File: config.mk
export PLATFORM = sky130hd
export DESIGN_NAME = pc_fetch_ctrl
export DESIGN_NICKNAME = d
export VERILOG_FILES = /design/src/rtl/fetch_pkg.sv /design/src/rtl/se_four_adder.sv /design/src/rtl/pc_fetch_ctrl.sv
export SDC_FILE = /design/constraint.sdc
export NUM_CORES = 1
export LEC_CHECK = 0
export BUFFER_PORTS_ARGS = -buffer_cell sky130_fd_sc_hd__clkbuf_2
export CAP_MARGIN = 10
export CORE_ASPECT_RATIO = 1.4
export CORE_MARGIN = 2
export CORE_UTILIZATION = 56
export CTS_BUF_LIST = sky130_fd_sc_hd__clkbuf_4 sky130_fd_sc_hd__clkbuf_8
export CTS_CLUSTER_DIAMETER = 40
export DETAILED_ROUTE_END_ITERATION = 10
export PLACE_DENSITY = 0.86
export SLEW_MARGIN = 10
export SYNTH_ARGS = -nofsm -noshare
export SYNTH_HDL_FRONTEND = slang
export SYNTH_SLANG_ARGS = --single-unit
File: constraint.sdc
create_clock -name clk_i -period 5.55 [get_ports clk_i]
set_input_delay 1.3875 -clock clk_i [delete_from_list [all_inputs] [get_ports clk_i]]
set_output_delay 1.3875 -clock clk_i [all_outputs]
set_load 0.01 [all_outputs]
File: src/rtl/fetch_pkg.sv
// rtl/fetch_pkg.sv - shared widths, PC increment and FSM state type for the fetch controller
package fetch_pkg;

   localparam int XLEN = 64;
   localparam int ILEN = 32;
   localparam logic [XLEN-1:0] PC_INC = 64'd4;

   typedef enum logic [2:0] {
      IDLE,
      REQ,
      WAIT,
      HOLD,
      HALT
   } fetch_state_e;

   // Fetch addresses are always word aligned; the low two bits of a target are ignored.
   function automatic logic [XLEN-1:0] align_pc(input logic [XLEN-1:0] addr);
      return addr & ~(PC_INC - 64'd1);
   endfunction

endpackage

File: src/rtl/se_four_adder.sv
// rtl/se_four_adder.sv - PC + 4 incrementer with carry-out
module se_four_adder
   import fetch_pkg::*;
(
   input  logic [XLEN-1:0] pco_i,
   output logic [XLEN-1:0] nextAddr_o,
   output logic            c_o
);

   assign {c_o, nextAddr_o} = {1'b0, pco_i} + {1'b0, PC_INC};

endmodule

File: src/rtl/pc_fetch_ctrl.sv
// rtl/pc_fetch_ctrl.sv - single-outstanding instruction fetch FSM with redirect; PC_FETCH_PERF_EN adds a handshake counter
module pc_fetch_ctrl
   import fetch_pkg::*;
#(
   parameter logic [XLEN-1:0] RESET_VECTOR = 64'h0
)
(
   input  logic            clk_i,
   input  logic            rst_ni,
   output logic            imem_req_o,
   output logic [XLEN-1:0] imem_addr_o,
   input  logic            imem_gnt_i,
   input  logic            imem_rvalid_i,
   input  logic [ILEN-1:0] imem_rdata_i,
   output logic            instr_valid_o,
   input  logic            instr_ready_i,
   output logic [ILEN-1:0] instr_o,
   output logic [XLEN-1:0] instr_pc_o,
   input  logic            redirect_valid_i,
   input  logic [XLEN-1:0] redirect_addr_i,
   output logic            pc_wrap_o
`ifdef PC_FETCH_PERF_EN
   ,
   output logic [31:0]     perf_fetch_cnt_o
`endif
);

   fetch_state_e    state_q, state_d;
   logic [XLEN-1:0] pc_q, pc_d;
   logic [XLEN-1:0] pc_next;
   logic            pc_carry;
   logic            drop_q, drop_d;
   logic            wrap_q, wrap_d;
   logic [ILEN-1:0] instr_q, instr_d;
   logic [XLEN-1:0] instr_pc_q, instr_pc_d;

   se_four_adder u_pc_adder (
      .pco_i      (pc_q),
      .nextAddr_o (pc_next),
      .c_o        (pc_carry)
   );

   always_ff @(posedge clk_i or negedge rst_ni) begin
      if (!rst_ni) begin
         state_q    <= IDLE;
         pc_q       <= RESET_VECTOR;
         drop_q     <= 1'b0;
         wrap_q     <= 1'b0;
         instr_q    <= '0;
         instr_pc_q <= '0;
      end else begin
         state_q    <= state_d;
         pc_q       <= pc_d;
         drop_q     <= drop_d;
         wrap_q     <= wrap_d;
         instr_q    <= instr_d;
         instr_pc_q <= instr_pc_d;
      end
   end

   always_comb begin
      state_d    = state_q;
      pc_d       = pc_q;
      drop_d     = drop_q;
      wrap_d     = wrap_q;
      instr_d    = instr_q;
      instr_pc_d = instr_pc_q;
      imem_req_o = 1'b0;

      case (state_q)
         IDLE: state_d = REQ;
         REQ: begin
            imem_req_o = 1'b1;
            if (imem_gnt_i) state_d = WAIT;
         end
         WAIT: begin
            if (imem_rvalid_i) begin
               if (drop_q) begin
                  drop_d  = 1'b0;
                  state_d = REQ;
               end else begin
                  instr_d    = imem_rdata_i;
                  instr_pc_d = pc_q;
                  state_d    = HOLD;
               end
            end
         end
         HOLD: begin
            if (instr_ready_i) begin
               pc_d = pc_next;
               if (pc_carry) begin
                  wrap_d  = 1'b1;
                  state_d = HALT;
               end else begin
                  state_d = REQ;
               end
            end
         end
         HALT: state_d = HALT;
         default: state_d = IDLE;
      endcase

      // Redirect wins over everything above; a response already in flight is marked for discard.
      if (redirect_valid_i) begin
         pc_d       = align_pc(redirect_addr_i);
         wrap_d     = 1'b0;
         instr_d    = instr_q;
         instr_pc_d = instr_pc_q;
         case (state_q)
            REQ: begin
               drop_d  = imem_gnt_i;
               state_d = imem_gnt_i ? WAIT : REQ;
            end
            WAIT: begin
               drop_d  = !imem_rvalid_i;
               state_d = imem_rvalid_i ? REQ : WAIT;
            end
            default: begin
               drop_d  = 1'b0;
               state_d = REQ;
            end
         endcase
      end
   end

   assign imem_addr_o   = pc_q;
   assign instr_valid_o = (state_q == HOLD);
   assign instr_o       = instr_q;
   assign instr_pc_o    = instr_pc_q;
   assign pc_wrap_o     = wrap_q;

`ifdef PC_FETCH_PERF_EN
   logic [31:0] perf_q;

   always_ff @(posedge clk_i or negedge rst_ni) begin
      if (!rst_ni) begin
         perf_q <= '0;
      end else if (instr_valid_o && instr_ready_i && (perf_q != 32'hFFFF_FFFF)) begin
         perf_q <= perf_q + 32'd1;
      end
   end

   assign perf_fetch_cnt_o = perf_q;
`endif

endmodule

==> results of run 1 <==
-- area by class of cell --
type,count,area share [%]
Multi-Input combinational cell,485,35.3
Clock inverter,12,1.55
Inverter,9,0.360
Timing Repair Buffer,266,14.5
Sequential cell,161,42.9
Tap cell,182,2.43
Clock buffer,20,2.93
-- worst reg2reg max path, stage by stage, from the launching register on --
cell and delay (ns):
dfrtp_1 0.52, nand4_1 0.26, or4_1 0.76, or4_4 0.61, or4_1 0.42, a31oi_1 0.24
-- Yosys cell counts, types with 11 or more instances --
cell type | count | area, sq um
dfrtp_1 | 161 | 4030
mux2_2 | 91 | 1020
nand2_1 | 91 | 342
o21ai_0 | 57 | 285
clkbuf_1 | 31 | 116
nand3_1 | 26 | 130
xnor2_1 | 25 | 219
nand4_1 | 24 | 150
nor4_1 | 24 | 150
nor2_1 | 22 | 82.6
xor2_1 | 19 | 166
or4_1 | 12 | 90.1
a31oi_1 | 11 | 68.8
-- registers in the layout (all words and copies together) (netlist names) --
signal and count:
state_q 3, imem_addr_o 62, instr_pc_o 62, drop_q 1, instr_o 32, pc_wrap_o 1
-- final timing paths --
kind                                                   from                           to  slack, ns
min in group asynchronous                            rst_ni   instr_pc_o[52]$_DFFE_PN0P_       1.02
worst max-delay path                          instr_ready_i  imem_addr_o[57]$_DFFE_PN0P_       2.26
max in group asynchronous                            rst_ni   instr_pc_o[40]$_DFFE_PN0P_       3.50
worst min register to register   instr_pc_o[46]$_DFFE_PN0P_   instr_pc_o[46]$_DFFE_PN0P_       0.50
worst min-delay path             instr_pc_o[46]$_DFFE_PN0P_   instr_pc_o[46]$_DFFE_PN0P_       0.50
worst max register to register  imem_addr_o[11]$_DFFE_PN0P_  imem_addr_o[57]$_DFFE_PN0P_       2.65
-- cell families after synthesis --
logic type	Yosys count	share of synthesized area, %
AO/OA/AOI/OAI	86	6.39
XOR/XNOR	44	5.10
adder cells (fa/ha/maj)	1	0.166
buffers and inverters	51	2.98
flip-flops	161	53.3
multiplexers	95	14.1
other	1	0.0496
AND/OR/NAND/NOR	255	17.9
-- metrics by stage --
step           power, mW  cells  hold slack [ns]  setup slack, ns  cell area (sq um)
3_3_place_gp        2.94   1103            0.463             1.83               8970
2_1_floorplan       2.43    697            0.497             2.31               7570
6_report            3.87   1135            0.496             2.26               9390
5_1_grt             4.09   1135            0.520             2.14               9390
4_1_cts             3.90   1135            0.499             2.28               9390
3_5_place_dp        3.01   1103            0.478             1.83               8970
-- power by group --
group	total, mW	internal, mW	switching, mW
Sequential	1.80	1.54	0.257
Clock	0.903	0.445	0.458
Combinational	1.17	0.590	0.577
Total	3.87	2.58	1.29
-- routing by layer --
metal / vias up / wire, um
met4: 0 / 483
met2: 267 / 10500
met1: 3133 / 7560
li1: 2981 / -
met3: 41 / 1240
met5: - / 0
==> flow_summary.json, run 1 <==
{
  "cp_top_family": "simple AND/OR/NAND/NOR gates",
  "gr-max-usage-layer": "met2",
  "fin_nets": 1043,
  "place_congestion": 0.836,
  "powerDensity_nw_per_um2": 412,
  "clock_path_buffers": 2,
  "hold_path_class": "flip-flop to flip-flop",
  "rsz0062_at_grt": "no",
  "firstDrtPassIters": 5,
  "vias": 6422,
  "drtIter0Drc": 235,
  "crit_cells": 6,
  "n_fill_cell": 987,
  "track_usage_pct": 27.3,
  "wl_um": 19700,
  "cts_htree_levels": 4,
  "slew_headroom_pct": 42.8,
  "cpMaxStageDelayCell": "or4_1",
  "grt_pass1_vias": 6228,
  "maxCapViolations": 0,
  "groute.layer.met1.usage_pct": 30.9,
  "crit_required_ns": 5.90,
  "slew_viol_final": 0,
  "grt_overflow": 0,
  "clk_latency_ns": 0.45,
  "num_io_pins": 265,
  "final_cell_mix": "clkbuf_2, dfrtp_1, mux2_2, nand2_1, o21ai_0",
  "synth_area_sq_um": 7560,
  "endpoint_kind": "flip-flop",
  "path_clk_slew_ns": 0.09,
  "syn_to_final_growth_pct": 24.2,
  "chipHeight_um": 141,
  "numCtsBuffers": 17,
  "antenna_found_initial": 0,
  "die_area_sq_um": 14500,
  "ys_seq_elements": 161,
  "grt_pass1_wl_um": 30600,
  "chipWidth_um": 102,
  "grt_max_degree": 97,
  "worst_ir_drop_vdd_mv": 0.228,
  "post-route-min-period_ns": 3.29,
  "ys_types": 43,
  "dpl.hpwl_um": 14400,
  "ant_nets": 0,
  "path_class": "input port to flip-flop",
  "via_per_inst": 5.66,
  "fin_skew_ns": 0.0171,
  "reg2regPathDepth": 5,
  "numPortBuffers": 258,
  "status": "complete, no violations",
  "ys_seq_area_share_pct": 53.3,
  "cp.arrival_ns": 3.64,
  "grtUsageMet3_pct": 6.16,
  "finalCritPeriodShare_pct": 59.4,
  "cp_max_fo": 11,
  "synth_top_flop_cell": "dfrtp_1",
  "wire_per_inst_um": 17.4,
  "crit_path_cell_trace": "clkbuf_2, nand4b_1, or4_1, or4_4, or4_1, a31oi_1",
  "avgSynthCellArea_sq_um": 10.9,
  "cpPeakStageDelay_ns": 0.77,
  "drive_gt1_share_pct": 41.9,
  "start_util_pct": 57.0,
  "cp-start-kind": "input port",
  "ctsRootBufferMaster": "clkbuf_8",
  "max_freq_mhz": 304,
  "drc": 0,
  "cts_tree": "done",
  "tightest_slew_ns": 0.858,
  "utilization_pct": 70.8,
  "hold_viol_final": 0,
  "regArea_sq_um": 4030,
  "num_rows": 50,
  "post_cts_resized": 0,
  "setup_viol": 0,
  "yosys_warnings": 0,
  "synth_cells": 694,
  "p_leak_nw": 4.46,
  "cts_setup_buffers": 0,
  "crit_buf_inv": 1,
  "cp_common_cell": "or4_1",
  "hold_depth": 2,
  "ctsHoldBuffers": 0,
  "tns_ns": 0,
  "synth-async-reset-ratio_pct": 100,
  "antennaDiodeCount": 0,
  "grtUsageMet2_pct": 48.9,
  "clock-sinks": 161,
  "final_common_cell": "clkbuf_2",
  "synth_edf_count": 0,
  "core_area_sq_um": 13300,
  "multi_input_area_sq_um": 3320
}
No activity file was read; power rests on OpenSTA's default activity.
==> inputs of run 2 (changes only) <==
ABC_AREA = 1   (was default)
CORE_UTILIZATION = 48   (was 56)
PLACE_DENSITY = 0.77   (was 0.86)
clock period = 2.7 ns   (was 5.55 ns; I/O delays follow)
==> flow_summary.json, run 2 <==
{
  "maxCapViolations": 0,
  "via_per_inst": 5.24,
  "numPortBuffers": 258,
  "yosys_warnings": 0,
  "synth_top_flop_cell": "dfrtp_1",
  "num_rows": 57,
  "final_cell_area_sq_um": 10600,
  "wl_um": 28500,
  "path_class": "flip-flop to flip-flop",
  "p_seq_share_pct": 43.4,
  "path_clk_slew_ns": 0.09,
  "clock-sinks": 161,
  "grt_pass1_vias": 8081,
  "ctsRootBufferMaster": "clkbuf_8",
  "wire_per_inst_um": 17.7,
  "synth_cells": 1101,
  "p_int_mw": 5.64,
  "cts_tree": "done",
  "place_congestion": 0.930,
  "netlist.top_cell.by_area": "dfrtp_1",
  "p_leak_nw": 5.32,
  "synth.top_cells.by_area": "dfrtp_1, nand2_1, nor2_1, o21ai_0, inv_1",
  "synth_most_common_cell": "nand2_1",
  "fin_nets": 1466,
  "clock_path_buffers": 2,
  "synth_common_cells": "nand2_1, dfrtp_1, nor2_1, inv_1, o21ai_0",
  "switching_share_pct": 38.8,
  "vias": 8436,
  "synth_area_sq_um": 8580,
  "dpl.hpwl_um": 22500,
  "synth-async-reset-ratio_pct": 100,
  "firstDrtPassIters": 5,
  "max_freq_mhz": 447,
  "antennaDiodeCount": 0,
  "clk_latency_ns": 0.47,
  "crit_required_ns": 3.06,
  "cp.arrival_ns": 2.60,
  "drc": 0,
  "die_area_sq_um": 19000,
  "regArea_sq_um": 4030,
  "drive_gt1_share_pct": 27.8,
  "hold_viol_final": 0,
  "cp-start-kind": "flip-flop",
  "track_usage_pct": 30.3,
  "fin_skew_ns": 0.0146,
  "clkPwrFrac_pct": 20.5,
  "core_area_sq_um": 17500,
  "cts_htree_levels": 4,
  "tightest_slew_ns": 0.691,
  "numCtsBuffers": 17,
  "cp_max_fo": 6,
  "place_area_sq_um": 10200,
  "worst_ir_drop_vdd_mv": 0.370,
  "syn_to_final_growth_pct": 23.8,
  "synth_top_area_share_pct": 46.9,
  "n_fill_cell": 1642,
  "tns_ns": 0,
  "powerDensity_nw_per_um2": 867,
  "slew_headroom_pct": 53.9,
  "grt_pass1_wl_um": 43200,
  "combPwrFrac_pct": 36.1,
  "multi_input_area_sq_um": 4000,
  "chipWidth_um": 117,
  "avgSynthCellArea_sq_um": 7.80,
  "antenna_found_initial": 0,
  "setup_viol": 0,
  "ys_types": 36,
  "num_io_pins": 265,
  "grt_overflow": 0,
  "hold_path_class": "input port to async pin",
  "grt_max_degree": 72,
  "final_cell_mix": "nand2_1, clkbuf_2, dfrtp_1",
  "ys_seq_elements": 161,
  "ctsHoldBuffers": 0,
  "ys_seq_area_share_pct": 46.9,
  "start_util_pct": 49.1,
  "finalCritPeriodShare_pct": 82.8,
  "netSwitchingPower_mw": 3.58,
  "final_common_cell": "nand2_1",
  "endpoint_kind": "flip-flop",
  "synth_edf_count": 0,
  "drtIter0Drc": 531,
  "rsz0062_at_grt": "no",
  "ant_nets": 0,
  "post-route-min-period_ns": 2.24,
  "post_cts_resized": 0,
  "status": "complete, no violations",
  "chipHeight_um": 162,
  "slew_viol_final": 0,
  "cts_setup_buffers": 0
}
-- run 2: through the flow --
step	power [mW]	worst slack (ns)	hold slack [ns]	cells	util (%)
2_1_floorplan	5.77	0.911	0.379	1104	-
3_3_place_gp	7.28	0.531	0.466	1580	58.4
3_5_place_dp	7.38	0.527	0.473	1580	58.4
4_1_cts	9.27	0.548	0.227	1611	60.8
5_1_grt	9.86	0.376	0.234	1611	60.8
6_report	9.21	0.465	0.205	1611	60.8
-- run 2: layer usage --
layer / global-route usage [%] / part of all wire (%)
met2: 52.6 / 51
met1: 35.4 / 38
met4: 15.0 / 4.7
met3: 5.52 / 6.6
met5: 0 / 0
-- run 2: cell type report --
cell class                 count  share of cell area [%]
clock inverter                12                    1.47
timing repair buffer         281                    14.3
clock buffer                  19                    2.46
multi-input combinational    805                    37.6
inverter                      97                    3.43
sequential                   161                    37.9
tap                          236                    2.78
-- run 2: power groups by stage --
stage	registers, mW	logic (mW)	clock network, mW
floorplan	4.27	1.50	0
global placement	4.01	3.27	0
detailed placement	4.04	3.34	0
CTS	4.00	3.36	1.92
global route	4.12	3.72	2.02
finish	4.00	3.32	1.89
-- run 2: logic make-up (layout without fill, tap and decap cells) --
group                      Yosys count  after routing  share of synthesized area (%)
and+or+nand+nor                    603            603                           29.3
muxes                               40             40                           5.77
AOI/OAI and AO/OA                  132            132                           8.53
buffers and inverters              138            409                           6.69
other                                1              4                         0.0437
xor gates and xnor gates            25             25                           2.55
DFF                                161            161                           46.9
adders and majority gates            1              1                          0.146
-- run 2: worst paths after layout --
check                                            from                           to  slack [ns]  cells past startpoint
hold / removal                                 rst_ni       state_q[2]$_DFFE_PN0P_        0.20                      1
min in group clk_i                redirect_addr_i[51]  imem_addr_o[51]$_DFFE_PN0P_        0.42                      3
hold reg to reg            instr_pc_o[22]$_DFFE_PN0P_   instr_pc_o[22]$_DFFE_PN0P_        0.49                      2
max in group asynchronous                      rst_ni   instr_pc_o[34]$_DFFE_PN0P_        1.76                      2
setup / recovery           imem_addr_o[2]$_DFFE_PN0P_  imem_addr_o[52]$_DFFE_PN0P_        0.46                     10
setup reg to reg           imem_addr_o[2]$_DFFE_PN0P_  imem_addr_o[52]$_DFFE_PN0P_        0.46                     10
-- run 2: critical path, stage by stage (launching register included) --
cell and delay [ns]:
dfrtp_1 0.50, ha_1 0.31, nand2_1 0.11, nor2_2 0.14, nand2_1 0.18, nor2_2 0.25
nand2_1 0.14, nor2_2 0.22, nand4_1 0.11, nand3_1 0.10, nand2_1 0.06
